==> src/rtl/mips_pkg.sv <==
// Shared MIPS front-end definitions: datapath width, NOP encoding, PC step,
// and the {PC, instruction} entry stored by the fetch queue.
package mips_pkg;

  localparam int          DATA_W = 32;
  localparam logic [31:0] NOP    = 32'h0000_0000;
  localparam logic [31:0] PC_INC = 32'h0000_0004;

  typedef struct packed {
    logic [DATA_W-1:0] pc;
    logic [DATA_W-1:0] insn;
  } fetch_entry_t;

  // Sequential fetch step; wraps modulo 2^32 by construction.
  function automatic logic [DATA_W-1:0] next_pc(input logic [DATA_W-1:0] pc);
    return pc + PC_INC;
  endfunction

endpackage

==> src/rtl/fetch_buffer_if.sv <==
// Instruction-memory request/response bus between the fetch buffer (master)
// and the instruction memory (slave).
interface fetch_buffer_if;
  import mips_pkg::*;

  logic              imem_req;
  logic [DATA_W-1:0] imem_addr;
  logic              imem_ready;
  logic              imem_valid;
  logic [DATA_W-1:0] imem_rdata;

  modport master (
    output imem_req,
    output imem_addr,
    input  imem_ready,
    input  imem_valid,
    input  imem_rdata
  );

  modport slave (
    input  imem_req,
    input  imem_addr,
    output imem_ready,
    output imem_valid,
    output imem_rdata
  );

endinterface

==> src/rtl/fetch_buffer_checker.sv <==
// Simulation checks on the fetch buffer's memory handshake.
module fetch_buffer_checker (
  input logic clk,
  input logic reset,
  input logic imem_valid,
  input logic none_outstanding
);

  // A response with nothing in flight means memory and the credit count disagree.
  a_no_orphan_resp: assert property (@(posedge clk) disable iff (reset)
    !(imem_valid && none_outstanding))
    else $error("fetch_buffer: imem_valid with no outstanding request");

endmodule

==> src/rtl/fetch_fifo.sv <==
// DEPTH-entry synchronous FIFO of {PC, instruction} pairs with a zero-latency
// head read, an occupancy count and a single-cycle flush.
module fetch_fifo
  import mips_pkg::*;
#(
  parameter int DEPTH = 4
) (
  input  logic                   clk,
  input  logic                   reset,
  input  logic                   flush,
  input  logic                   push,
  input  logic                   pop,
  input  fetch_entry_t           push_data,
  output fetch_entry_t           head_data,
  output logic [$clog2(DEPTH):0] count
);

  localparam int PTR_W = $clog2(DEPTH);

  fetch_entry_t     mem_r [DEPTH];
  logic [PTR_W-1:0] rd_ptr_r;
  logic [PTR_W-1:0] wr_ptr_r;
  logic [PTR_W:0]   count_r;

  // Entry storage; contents need no reset because count gates every read.
  always_ff @(posedge clk) begin
    if (push && !flush) begin
      mem_r[wr_ptr_r] <= push_data;
    end
  end

  // Pointer and occupancy tracking; flush wins over push/pop.
  always_ff @(posedge clk or posedge reset) begin
    if (reset) begin
      rd_ptr_r <= '0;
      wr_ptr_r <= '0;
      count_r  <= '0;
    end else if (flush) begin
      rd_ptr_r <= '0;
      wr_ptr_r <= '0;
      count_r  <= '0;
    end else begin
      if (push) begin
        wr_ptr_r <= wr_ptr_r + PTR_W'(1);
      end
      if (pop) begin
        rd_ptr_r <= rd_ptr_r + PTR_W'(1);
      end
      case ({push, pop})
        2'b10:   count_r <= count_r + (PTR_W+1)'(1);
        2'b01:   count_r <= count_r - (PTR_W+1)'(1);
        default: count_r <= count_r;
      endcase
    end
  end

  assign head_data = mem_r[rd_ptr_r];
  assign count     = count_r;

endmodule

==> src/rtl/fetch_buffer.sv <==
// Instruction fetch buffer: issues credit-limited sequential fetches, queues
// returned words with their PCs, and squashes in-flight responses on redirect.
module fetch_buffer
  import mips_pkg::*;
#(
  parameter int          DEPTH    = 4,
  parameter logic [31:0] RESET_PC = 32'h0000_0000,
  parameter int          MAX_OUT  = 2
) (
  input  logic               clk,
  input  logic               reset,
  input  logic               stall,
  input  logic               jump,
  input  logic [DATA_W-1:0]  extended,
  fetch_buffer_if.master     imem,
  output logic [DATA_W-1:0]  Instruction_Code,
  output logic [DATA_W-1:0]  PC,
  output logic               insn_valid
);

  localparam int               CNT_W     = $clog2(DEPTH) + 1;
  localparam logic [CNT_W:0]   DEPTH_C   = (CNT_W+1)'(DEPTH);
  localparam logic [CNT_W-1:0] MAX_OUT_C = CNT_W'(MAX_OUT);

  logic [CNT_W-1:0]  count_s;
  logic [CNT_W-1:0]  outstanding_r;
  logic [CNT_W-1:0]  drop_cnt_r;
  logic [CNT_W-1:0]  out_next_s;
  logic [CNT_W:0]    credit_s;
  logic [DATA_W-1:0] fetch_pc_r;
  logic [DATA_W-1:0] resp_pc_r;
  logic [DATA_W-1:0] last_pc_r;
  logic              req_s;
  logic              accept_s;
  logic              resp_s;
  logic              drop_s;
  logic              push_s;
  logic              pop_s;
  fetch_entry_t      head_s;
  fetch_entry_t      push_data_s;

  // Credits count queued plus in-flight words so a response always has a slot.
  always_comb begin
    credit_s    = {1'b0, count_s} + {1'b0, outstanding_r};
    req_s       = !reset && !jump && (credit_s < DEPTH_C) && (outstanding_r < MAX_OUT_C);
    accept_s    = req_s && imem.imem_ready;
    resp_s      = imem.imem_valid && (outstanding_r != '0);
    drop_s      = resp_s && (jump || (drop_cnt_r != '0));
    push_s      = resp_s && !drop_s;
    pop_s       = insn_valid && !stall && !jump;
    out_next_s  = outstanding_r + CNT_W'(accept_s) - CNT_W'(resp_s);
    push_data_s = '{pc: resp_pc_r, insn: imem.imem_rdata};
  end

  // Fetch/response PCs, credit and squash bookkeeping.
  always_ff @(posedge clk or posedge reset) begin
    if (reset) begin
      fetch_pc_r    <= RESET_PC;
      resp_pc_r     <= RESET_PC;
      last_pc_r     <= RESET_PC;
      outstanding_r <= '0;
      drop_cnt_r    <= '0;
    end else begin
      outstanding_r <= out_next_s;
      if (pop_s) begin
        last_pc_r <= head_s.pc;
      end
      if (jump) begin
        fetch_pc_r <= extended;
        resp_pc_r  <= extended;
        drop_cnt_r <= out_next_s;
      end else begin
        if (accept_s) begin
          fetch_pc_r <= next_pc(fetch_pc_r);
        end
        if (push_s) begin
          resp_pc_r <= next_pc(resp_pc_r);
        end
        if (drop_s) begin
          drop_cnt_r <= drop_cnt_r - CNT_W'(1);
        end
      end
    end
  end

  fetch_fifo #(.DEPTH(DEPTH)) u_fifo (
    .clk       (clk),
    .reset     (reset),
    .flush     (jump),
    .push      (push_s),
    .pop       (pop_s),
    .push_data (push_data_s),
    .head_data (head_s),
    .count     (count_s)
  );

  fetch_buffer_checker u_checker (
    .clk              (clk),
    .reset            (reset),
    .imem_valid       (imem.imem_valid),
    .none_outstanding (outstanding_r == '0)
  );

  assign imem.imem_req  = req_s;
  assign imem.imem_addr = fetch_pc_r;

  // An empty queue shows a NOP while PC keeps the last instruction handed out.
  assign insn_valid       = (count_s != '0);
  assign Instruction_Code = insn_valid ? head_s.insn : NOP;
  assign PC               = insn_valid ? head_s.pc : last_pc_r;

endmodule
==> src/flat_wrapper.sv <==
// flat-port wrapper written by rule: the top's interface ports become plain ports
module fetch_buffer_flat import mips_pkg::*;
#(
  parameter int          DEPTH    = 4,
  parameter logic [31:0] RESET_PC = 32'h0000_0000,
  parameter int          MAX_OUT  = 2
)
  (clk, reset, stall, jump, extended, Instruction_Code, PC, insn_valid, imem_imem_req, imem_imem_addr, imem_imem_ready, imem_imem_valid, imem_imem_rdata);
  fetch_buffer_if imem_i ();
  input  logic clk;
  input  logic reset;
  input  logic stall;
  input  logic jump;
  input  logic [DATA_W-1:0] extended;
  output logic [DATA_W-1:0] Instruction_Code;
  output logic [DATA_W-1:0] PC;
  output logic insn_valid;
  output wire logic [$bits(imem_i.imem_req)-1:0] imem_imem_req;
  output wire logic [$bits(imem_i.imem_addr)-1:0] imem_imem_addr;
  input wire logic [$bits(imem_i.imem_ready)-1:0] imem_imem_ready;
  input wire logic [$bits(imem_i.imem_valid)-1:0] imem_imem_valid;
  input wire logic [$bits(imem_i.imem_rdata)-1:0] imem_imem_rdata;
  assign imem_imem_req = imem_i.imem_req;
  assign imem_imem_addr = imem_i.imem_addr;
  assign imem_i.imem_ready = imem_imem_ready;
  assign imem_i.imem_valid = imem_imem_valid;
  assign imem_i.imem_rdata = imem_imem_rdata;
  fetch_buffer #(.DEPTH(DEPTH), .RESET_PC(RESET_PC), .MAX_OUT(MAX_OUT)) u_core (.clk(clk), .reset(reset), .stall(stall), .jump(jump), .extended(extended), .imem(imem_i), .Instruction_Code(Instruction_Code), .PC(PC), .insn_valid(insn_valid));
endmodule
==> config.mk <==
export PLATFORM = sky130hd
export DESIGN_NAME = fetch_buffer_flat
export DESIGN_NICKNAME = d
export VERILOG_FILES = /design/src/rtl/mips_pkg.sv /design/src/rtl/fetch_buffer_if.sv /design/src/rtl/fetch_buffer_checker.sv /design/src/rtl/fetch_fifo.sv /design/src/rtl/fetch_buffer.sv /design/src/flat_wrapper.sv
export SDC_FILE = /design/constraint.sdc
export NUM_CORES = 1
export LEC_CHECK = 0
export ABC_AREA = 1
export BUFFER_PORTS_ARGS = -buffer_cell sky130_fd_sc_hd__buf_2
export CORE_MARGIN = 10
export CORE_UTILIZATION = 61
export CTS_BUF_LIST = sky130_fd_sc_hd__clkbuf_4
export DETAILED_ROUTE_END_ITERATION = 10
export PLACE_DENSITY = 0.92
export SLEW_MARGIN = 20
export SYNTH_ARGS = -nofsm -noshare
export SYNTH_HDL_FRONTEND = slang
export SYNTH_SLANG_ARGS = --single-unit
==> constraint.sdc <==
create_clock -name clk -period 4.57 [get_ports clk]
set_input_delay 0.6855 -clock clk [delete_from_list [all_inputs] [get_ports clk]]
set_output_delay 0.6855 -clock clk [all_outputs]
set_load 0.01 [all_outputs]
==> results.md, run 1 <==
- Required @ worst endpoint: roughly 3900 ps
- First-pass GRT wire length: 68.32 mm
- Startpoint Class: flop
- Worst-margin pin slew: 1048 ps
- Register share of total power: 48.9%
- Die Area: 34360 µm²
- Setup TNS: 0 ps
- PostCTS Resize Cnt: 0
- DR iter-0 viols: 1804
- Fin nets: ~2000
- Final setup viols: 0
- TritonCTS Buffers: 88
- GRT overflow: 0
- H-tree levels: 3
- # fillers: 1754
- Status: finished, final reports clean
- Cell Area, Placed: 17690 µm²
- Endpoint type of the worst setup path: output port
- Die Span Y: 185.4 µm
- Initial Util: ~62%
- Critical-path maximum fanout: 114
- Layout cells sized above 1: between 10% and 20%
- Clock Power Share: 32.6%
- Initial antenna violation count: 4
- Reg-to-reg startpoint: u_core.u_fifo.count[2]
- ANT nets after route: 0
- Min-delay worst type: in -> reg
- Hold worst-path end: u_core.u_fifo.mem_r[1][18]
- Int Power: 5.876 mW
- Pwr dens: 450.9 nW/µm²
- Clock root buffer: clkbuf_4
- R2r endpoint: u_core.drop_cnt_r[1]
- First-pass DRT Iterations: 6
- Cell Rows: 60
- Max Fclk: 254.1 MHz
- Unrepaired setup endpoints after global routing: no
- TritonCTS clock tree: done
- Slew Limit Fails: 0
- Clock Latency Late Sink: 760 ps
- Ports: 168
- Simple-gate portion of the synthesized area: about a fifth
- Relative slew margins: ~30%
- # hold bufs at CTS: 0
- R2R cell count: 10
- Sw Ratio: a little under a third
- FF/Latch Area: between 10000 and 15000 µm²
- Max-Cap Viols: 0
- Post-synthesis compound-gate area fraction: 10.03%
- Mean number of vias per cell: 5.778
- Die W: 185.4 µm
- Leak Pwr: 7.811 nW
- Seq/Total Area, Yosys: 62.45%
- Final Hold Fails: 0
- FF+latch count, synth: 365
- Yosys warning total: 0
- Multi-input logic area: 5360 µm²
- Area growth syn-to-layout: 13.29%
- Post-synthesis xor/xnor area fraction: 1.103%
- Min Tclk post-route: approximately 3900 ps
- Max clock buf depth: 3
- Post-DP HPWL: 26.98 mm
- Number of global-route vias before repair: between 10000 and 15000
- Commonest non-fill, non-tap cell in the layout: nand2_1
- Final worst path period share: around 86%
- Synthesized area: around 17000 µm²
- Post-Synthesis Net Count: 1795
- Via Count: between 10000 and 15000
- Core area: 26950 µm²
- CTS Sinks: 365
- Psw: ~2.6 mW
- Hold Crit Depth: 1
- Max Clock Skew: about 63 ps
- Crit path kind: reg -> out
- Mux contribution to synthesized area: 0%
- Adder-cell area share of the yosys netlist: 1.215%
- Hold Path Origin: imem_imem_rdata[18]
- Routed len/inst: 18.52 µm
- Worst vdd ir: 0.0001850 V
- GPL Wtd Cong: 0.9237
- Clock transition at the registers of the reported paths: 70 ps
- Largest family of logic cells by synthesized area: simple AND/OR/NAND/NOR gates
- Post-Synthesis Cells: 1710
- Largest net degree at the start of global routing: 115
- Commonest cells after routing, fill and taps aside: nand2_1, nor2_1, edfxtp_1
- Critical path data arrival time: 3250 ps
- All-Layer GR Usage: 25.03%
- Reg2reg setup slack: roughly 1800 ps
- Post-Route WL: 43.09 mm
- Comb pwr share: 18.4%
- Syn Area/Cell: 9.754 µm²
- Final Cell Area: 18900 µm²
- Drt drc: 0
- Setup bufs post-CTS: 0
- Port Buf Inserts: 167
- Count of different cell masters after synthesis: 37
[power groups by stage]
stage / logic, mW / registers (mW) / clock network (mW)
final: 1.57 / 4.17 / 2.78
after global routing: 1.77 / 4.20 / 2.98
after CTS: 1.58 / 4.16 / 2.81
after detailed placement: 1.55 / 4.22 / 0
after global placement: 1.48 / 4.20 / 0
after floorplan: 1.01 / 4.14 / 0
[worst max-delay path, cell delays in order (launching register included)]
cell and delay [ps]:
dfrtp_4 760, inv_2 350, buf_12 400, o21ai_0 150, o22ai_1 270, nand2_1 100
o21ai_0 220, buf_2 230
[synthesized netlist by cell type, drive strengths merged]
master	number	area (µm²)
nand2	382	1474
nor2	294	1216
edfxtp	256	7687
o21ai	225	1126
inv	141	529.3
dfrtp	109	2728
nand3	82	445.4
buf	48	304.0
a21oi	43	226.5
o22ai	32	200.2
clkbuf	28	105.1
xor2	14	122.6
ha	13	162.7
o211ai	12	90.09
nand4	8	65.06
xnor2	7	61.31
or2	4	25.02
nand3b	3	22.52
o21bai	3	22.52
and2	2	12.51
fa	2	40.04
nor3	1	5.000
o21a	1	7.510
[area by class of cell]
| type | instances | area share (%) |
|---|---|---|
| clock buffer | 130 | 5.165 |
| inverter | 141 | 2.814 |
| tap | 341 | 2.258 |
| antenna | 4 | 0.05297 |
| sequential | 365 | 55.15 |
| multi-input combinational | 1128 | 28.37 |
| timing repair buffer | 181 | 5.046 |
| clock inverter | 36 | 1.152 |
[registers in the layout, indices dropped and copies added, names as in the netlist]
name                    flops
u_core.u_fifo.mem_r       256
u_core.imem.imem_addr      32
u_core.last_pc_r           32
u_core.resp_pc_r           32
u_core.drop_cnt_r           3
u_core.outstanding_r        3
u_core.u_fifo.count         3
u_core.u_fifo.rd_ptr_r      2
u_core.u_fifo.wr_ptr_r      2
[worst max path at each step]
stage / from / endpoint / slack (ps)
finish: u_core.u_fifo.rd_ptr_r[0] / PC[4] / 630
global placement: u_core.u_fifo.rd_ptr_r[0] / PC[5] / 1620
CTS: u_core.u_fifo.rd_ptr_r[0] / PC[4] / 670
floorplan: jump / u_core.u_fifo.mem_r[0][0] / 170
global route: u_core.u_fifo.rd_ptr_r[0] / PC[15] / 470
detailed placement: u_core.u_fifo.rd_ptr_r[0] / PC[24] / 1510
[layer usage]
metal  vias to the layer above  part of all wire (%)  global-route usage, %  wire length (µm)
met4                         0                   2.5                  10.11              1067
met2                       881                    48                  40.03             20500
met5                         -                     0                      0                 0
met3                        97                    11                  5.741              4781
li1                       6171                     -                      -                 -
met1                      6290                    39                  32.38             16740
[per-stage QoR]
step           util, %  hold WS (ps)  total power, mW  setup WS, ps  instances
6_report         70.11         143.8            8.520         634.0       2326
5_1_grt          70.10         120.3            8.952         469.0       2325
4_1_cts          70.07         106.5            8.547         668.2       2322
3_5_place_dp     65.65         461.8            5.776          1514       2156
3_3_place_gp     65.65         451.8            5.673          1625       2156
2_1_floorplan        -         476.3            5.149         165.4       1710
[cell families (layout without fill, tap and decap cells)]
kind of cell               after synthesis  count (layout)
buffers and inverters                  217             488
and+or+nand+nor                        776             776
other                                    0               4
adders and majority gates               15              15
xor gates and xnor gates                21              21
AOI/OAI and AO/OA                      316             316
DFF                                    365             365
Power figures use the tool's default switching activity.
==> run 2, diff against run 1 <==
--- a/config.mk
+++ b/config.mk
@@ -15,4 +15,5 @@
 export SLEW_MARGIN = 20
 export SYNTH_ARGS = -nofsm -noshare
 export SYNTH_HDL_FRONTEND = slang
+export SYNTH_HIERARCHICAL = 1
 export SYNTH_SLANG_ARGS = --single-unit
==> run 2 against run 1 <==
Sequential share of layout area up 0.32 points. Die area down 0.51%. Synthesized cell count down 1.7%. Clock skew down 2.6 ps. Critical endpoint is now PC[17]. Highest routed layer unchanged.
==> results.md, run 2 <==
- Status: finished, final reports clean
- ANT nets after route: 0
- Drt drc: 0
- Core area: 26880 µm²
- Mean number of vias per cell: 5.781
- All-Layer GR Usage: 23.91%
- Critical path data arrival time: about 3300 ps
- Hold Slack: 174.2 ps
- Count of different cell masters after synthesis: 39
- Clock transition at the registers of the reported paths: 70 ps
- Most common cell in the netlist: nand2_1
- First-pass DRT Iterations: 8
- Top cells by area, synth: edfxtp_1, dfrtp_1, nand2_1, nor2_1, o21ai_0
- Yosys warning total: 6
- Routed len/inst: 18.17 µm
- Final Hold Fails: 0
- Top FF cell, synth: edfxtp_1
- Ports: ~170
- Fin worst setup slack: 589.4 ps
- Final Cell Area: 18780 µm²
- Area growth syn-to-layout: 13.26%
- Initial Util: 61.71%
- Min-delay worst type: in -> reg
- Cell Rows: 60
- Commonest non-fill, non-tap cell in the layout: nand2_1
- Max Clock Skew: 60.14 ps
- CP Launch Point: u_core/u_fifo/rd_ptr_r[0]
- Placement Setup Slack: 1397 ps
- GPL Wtd Cong: 0.9493
- Cell Area, Placed: around 18000 µm²
- Slew Limit Fails: 0
- Worst-margin pin slew: 1062 ps
- Port Buf Inserts: 167
- Min Tclk post-route: 3981 ps
- GRT overflow: 0
- Seq/Total Area, Yosys: 62.80%
- Hold Path Origin: imem_imem_rdata[29]
- Post-Synthesis Net Count: 1766
- Clock root buffer: clkbuf_4
- Via Count: 13300
- DR iter-0 viols: 1368
- Fin nets: 1966
- Worst vdd ir: 0.0001842 V
- Post-Synthesis Cells: 1681
- Cell taking the most area after synthesis: edfxtp_1
- Final setup viols: 0
- EDFF count, synth: 256
- H-tree levels: 3
- Post-Route WL: approximately 42 mm
- Critical-path maximum fanout: 68
- Layout cells sized above 1: a little under a fifth
- Largest net degree at the start of global routing: ~100
- Syn Area/Cell: 9.866 µm²
- Reg-to-reg startpoint: u_core/u_fifo/count[0]
- FF+latch count, synth: around 370
- Leak Pwr: 8.084 nW
- Commonest cells in the netlist: nand2_1, edfxtp_1, nor2_1
- Die Area: ~34000 µm²
- Relative slew margins: 28.97%
- Die W: 184.9 µm
- Commonest cells after routing, fill and taps aside: nand2_1, edfxtp_1, nor2_1
- Area fraction of the dominant cell type after synthesis: 46.35%
- Unrepaired setup endpoints after global routing: no
- Required @ worst endpoint: 3880 ps
- Initial antenna violation count: 1
- Number of global-route vias before repair: 13020
- CTS Sinks: 365
- Crit path kind: reg -> out
- Final worst path period share: 87.10%
- TritonCTS clock tree: done
- Post-DP HPWL: 26.25 mm
- Largest register FFs: 256
- Endpoint type of the worst setup path: output port
- Startpoint Class: flop
- Max clock buf depth: 3
- Top reg by flops: u_core/u_fifo/mem_r
- Async SR Flop Fraction: 29.86%
- Max-Cap Viols: 0
- TritonCTS Buffers: 89
- Synthesized area: 16580 µm²
- First-pass GRT wire length: roughly 65 mm
- Pwr dens: 436.6 nW/µm²
- Die Span Y: between 150 and 200 µm
- Clock Latency Late Sink: 730 ps
- Max Fclk: about 250 MHz
==> run 2: changes by cell type after synthesis, sizes merged, moves of 7 or more <==
cell and delta:
a21oi -23, inv +30, nand2 -24, nand3 -24
nor2 -38, nor3 +7, o21ai +9, o22ai +32
==> run 2: what timing repair did <==
action,in CTS,in global routing
resized for setup,0,0
endpoints found under the hold margin,7,0
buffers inserted,0,0
hold buffers,1,0
==> run 2: area by class of cell <==
| class | count | area [µm²] |
|---|---|---|
| fillers | 1825 | 8092 |
| clock inverters | 41 | 230.2 |
| well taps | 341 | 426.7 |
| multi-input cells | 1070 | 5092 |
| inverters | 171 | 656.9 |
| repair buffers | 184 | 1003 |
| diodes | 1 | 2.502 |
| flip-flops and latches | 365 | 10420 |
| clock buffers | 127 | 953.4 |
==> run 2: final timing paths <==
check | to | slack [ps] | cells after the start
worst max-delay path | PC[17] | 590 | 6
worst min-delay path | u_core/u_fifo/mem_r[0][29] | 170 | 1
worst max register to register | u_core/last_pc_r[31] | 1830 | 6
worst min register to register | u_core/imem.imem_addr[1] | 470 | 2
max in group asynchronous | u_core/imem.imem_addr[28] | 2970 | 4
min in group asynchronous | u_core/u_fifo/rd_ptr_r[1] | 510 | 3
==> run 2: logic make-up (layout without fill, tap and decap cells) <==
family,Yosys count,in the layout,share of synthesized area (%)
and+or+nand+nor,696,696,17.11
adders and majority gates,15,15,1.222
AOI/OAI and AO/OA,340,340,11.15
xor gates and xnor gates,19,19,1.003
other,0,1,0
DFF,365,365,62.80
buffers and inverters,246,523,6.714
==> run 2: metal layers <==
layer	routed length (µm)	GRT usage, %	up-vias
met5	0	0	-
met4	1318	9.980	0
met3	4434	5.976	117
li1	-	-	6133
met2	19780	38.64	844
met1	16250	30.20	6203
==> run 2: power by group <==
| part | internal (mW) | switching, mW | leakage [nW] | total (mW) |
|---|---|---|---|---|
| registers | 3.85 | 0.272 | 3.65 | 4.12 |
| clock network | 1.41 | 1.31 | 0.686 | 2.72 |
| logic | 0.494 | 0.870 | 3.75 | 1.36 |
| total | 5.75 | 2.45 | 8.08 | 8.20 |
==> run 2: metrics by stage <==
step           total power, mW  setup TNS (ps)  instances  util [%]
3_5_place_dp             5.519               0       2130     65.43
3_3_place_gp             5.426               0       2130     65.43
4_1_cts                  8.235               0       2299     69.87
2_1_floorplan            4.967          -33030       1681         -
5_1_grt                  8.622               0       2300     69.89
6_report                 8.201               0       2300     69.89
==> run 2: critical path, cell delays in order, from the launching register on <==
cell and delay (ps):
dfrtp_4 840, buf_4 660, o21ai_0 230, o22ai_1 210, inv_1 80, o21ai_0 350, buf_2 220
==> run 3, diff against run 2 <==
--- a/config.mk
+++ b/config.mk
@@ -5,11 +5,11 @@
 export SDC_FILE = /design/constraint.sdc
 export NUM_CORES = 1
 export LEC_CHECK = 0
-export ABC_AREA = 1
 export BUFFER_PORTS_ARGS = -buffer_cell sky130_fd_sc_hd__buf_2
 export CORE_MARGIN = 10
 export CORE_UTILIZATION = 61
 export CTS_BUF_LIST = sky130_fd_sc_hd__clkbuf_4
+export CTS_CLUSTER_DIAMETER = 120
 export DETAILED_ROUTE_END_ITERATION = 10
 export PLACE_DENSITY = 0.92
 export SLEW_MARGIN = 20
==> run 3 against run 2 <==
Non-clock buffer count is the same. Fmax is 12% higher. Routed wire length decreased by 13%. Largest power group unchanged. Hold slack lost 6.4 ps. Critical path type unchanged. Total power is 1.1% higher. Area after synthesis fell by 6.3%. Die area is 5.6% lower. Sequential power fell by 2%. Clock power about the same. Cell count is 28% lower. Count of clock-buffer cells in the layout grew 2. Global-route usage fell by 1.6 points.
==> results.md, run 3 <==
- Post-Synthesis Net Count: 1107
- Hold Path Origin: imem_imem_rdata[13]
- Met3 usage: 5.763%
- Post-DP HPWL: 23.27 mm
- R2r endpoint: u_core/drop_cnt_r[2]
- R2R cell count: 12
- Unrepaired setup endpoints after global routing: no
- Slew Limit Fails: 0
- GRT overflow: 0
- Min Tclk post-route: 3563 ps
- Ports: between 150 and 200
- DR iter-0 viols: between 1000 and 1500
- Pwr dens: about 460 nW/µm²
- Yosys warning total: 6
- Max-Cap Viols: 0
- FF/Latch Area: 10420 µm²
- Initial Util: 61.91%
- Commonest cells after routing, fill and taps aside: edfxtp_1, buf_2, nand2_1
- Cell Rows: 58
- Die Span Y: 179.6 µm
- Slowest stage delay, CP: 990 ps
- Final worst path period share: 77.96%
- CP Launch Point: u_core/u_fifo/rd_ptr_r[1]
- Layout cells sized above 1: 34.34%
- FF+latch count, synth: 365
- Final Cell Area: about 18000 µm²
- Critical path data arrival time: approximately 2900 ps
- CP max-delay cell: dfrtp_2
- Final Hold Fails: 0
- Min-delay worst type: in -> reg
- Post-Route WL: between 30 and 40 mm
- Met1 usage: 29.18%
- First-pass GRT wire length: 57.93 mm
- Setup bufs post-CTS: 0
- Top cells by area, synth: edfxtp_1, dfrtp_1, mux4_2, nand2_1, mux2_2
- Top FF cell, synth: edfxtp_1
- Port Buf Inserts: ~170
- Commonest non-fill, non-tap cell in the layout: edfxtp_1
- EDFF count, synth: between 200 and 300
- Async SR Flop Fraction: 29.86%
- Area fraction of the dominant cell type after synthesis: 49.45%
- Die W: 179.6 µm
- Startpoint Class: flop
- Global routing usage on met2: 35.80%
- Crit path kind: reg -> out
- Status: finished, final reports clean
- CP endpoint: PC[15]
- Count of different cell masters after synthesis: 64
- Required @ worst endpoint: ~3900 ps
- TritonCTS Buffers: 87
- Relative slew margins: 34.67%
- Clock Latency Late Sink: ~730 ps
- Max clock buf depth: 3
- Final setup viols: 0
- Commonest cells in the netlist: edfxtp_1, nand2_1, dfrtp_1
- Critical-path maximum fanout: 38
- CTS Sinks: 365
- GPL Wtd Cong: 0.8913
- Critical-path cell list: buf_4, mux4_2, mux2_2, buf_2
- Number of global-route vias before repair: 10340
- Cell taking the most area after synthesis: edfxtp_1
- Max Fclk: 280.7 MHz
- Largest net degree at the start of global routing: between 80 and 90
- Post-Synthesis Cells: 1022
- Reg2reg setup slack: roughly 1200 ps
- Max Clock Skew: 53.39 ps
- Routed len/inst: 22.04 µm
- Syn Area/Cell: 15.21 µm²
- Area growth syn-to-layout: 15.03%
- All-Layer GR Usage: 22.31%
- Seq/Total Area, Yosys: 66.99%
- Clock transition at the registers of the reported paths: 70 ps
- Top reg by flops: u_core/u_fifo/mem_r
- Fin nets: 1333
- Mean number of vias per cell: 6.050
- Cell Area, Placed: ~17000 µm²
- Via Count: 10010
- Core area: 25110 µm²
- Largest register FFs: 256
- H-tree levels: 3
- Drt drc: 0
- Setup TNS: 0 ps
- Die Area: 32270 µm²
- Most common cell in the netlist: edfxtp_1
- First-pass DRT Iterations: 6
- CP delay by family, top: flip-flops
- Worst-margin pin slew: 980.0 ps
- GRT busiest layer: met2
- Reg-to-reg startpoint: u_core/u_fifo/count[1]
- Leak Pwr: ~6.9 nW
- Multi-input logic area: 4733 µm²
- Endpoint type of the worst setup path: output port
- TritonCTS clock tree: done
- Initial antenna violation count: 3
- # fillers: 1554
- WP buf/inv: 2
- Worst vdd ir: 0.0002333 V
- ANT nets after route: 0
- Clock root buffer: clkbuf_4
- Worst path depth: 4
- Synthesized area: 15550 µm²
run 3: cell count changes after synthesis, moves of 16 or more:
cell     delta
and2_1     +42
inv_1     -129
mux2_2     +45
mux4_2     +64
nand2_1   -207
nand3_1    -16
nor2_1    -217
o21ai_0   -143
o21ai_1    -56
o22ai_1    -64
xnor2_1    +18
run 3: metal layers:
layer | vias to the layer above | wire [µm]
li1 | 4357 | -
met1 | 4952 | 14390
met2 | 622 | 17980
met3 | 82 | 3228
met4 | 0 | 871
met5 | - | 0
run 3: area by class of cell:
type / count / area share, %
timing repair buffer: 184 / 5.541
inverter: 34 / 0.7416
multi-input combinational: 576 / 26.47
clock inverter: 34 / 1.217
sequential: 365 / 58.27
clock buffer: 129 / 5.415
tap: 330 / 2.309
antenna: 3 / 0.04198
run 3: kinds of logic after synthesis:
logic type,count (synthesis),synth area share (%)
flops,365,66.99
simple gates,334,10.88
mux,115,12.92
buf+inv,81,2.624
compound gates,75,3.195
xor+xnor,37,2.085
fa+ha+maj,15,1.304
run 3: worst min-delay path by stage:
stage | endpoint | cells after the start
floorplan | u_core/last_pc_r[0] | 2
global placement | u_core/last_pc_r[9] | 2
detailed placement | u_core/last_pc_r[24] | 2
CTS | u_core/u_fifo/mem_r[3][13] | 1
global route | u_core/u_fifo/mem_r[1][25] | 1
finish | u_core/u_fifo/mem_r[3][13] | 1
run 3: through the flow:
| stage | power, mW | setup slack (ps) | utilization (%) | hold WS (ps) | std cells |
|---|---|---|---|---|---|
| global placement | 5.494 | 1057 | 66.42 | 451.5 | 1488 |
| finish | 8.290 | 1007 | 71.22 | 167.9 | 1655 |
| global route | 8.706 | 835.2 | 71.21 | 108.4 | 1654 |
| CTS | 8.354 | 950.7 | 71.18 | 108.9 | 1652 |
| floorplan | 4.981 | 1040 | - | 440.1 | 1022 |
| detailed placement | 5.594 | 923.1 | 66.42 | 456.4 | 1488 |
run 3: where the power goes:
| part | internal [mW] | switching [mW] |
|---|---|---|
| registers | 3.81 | 0.230 |
| clock network | 1.43 | 1.31 |
| logic | 0.656 | 0.848 |
run 3: what timing repair did:
action | 4_1_cts | 5_1_grt
hold buffers | 1 | 0
endpoints found under the hold margin | 7 | 0
gates resized for setup | 0 | 0
endpoints found under the setup margin | 0 | 0
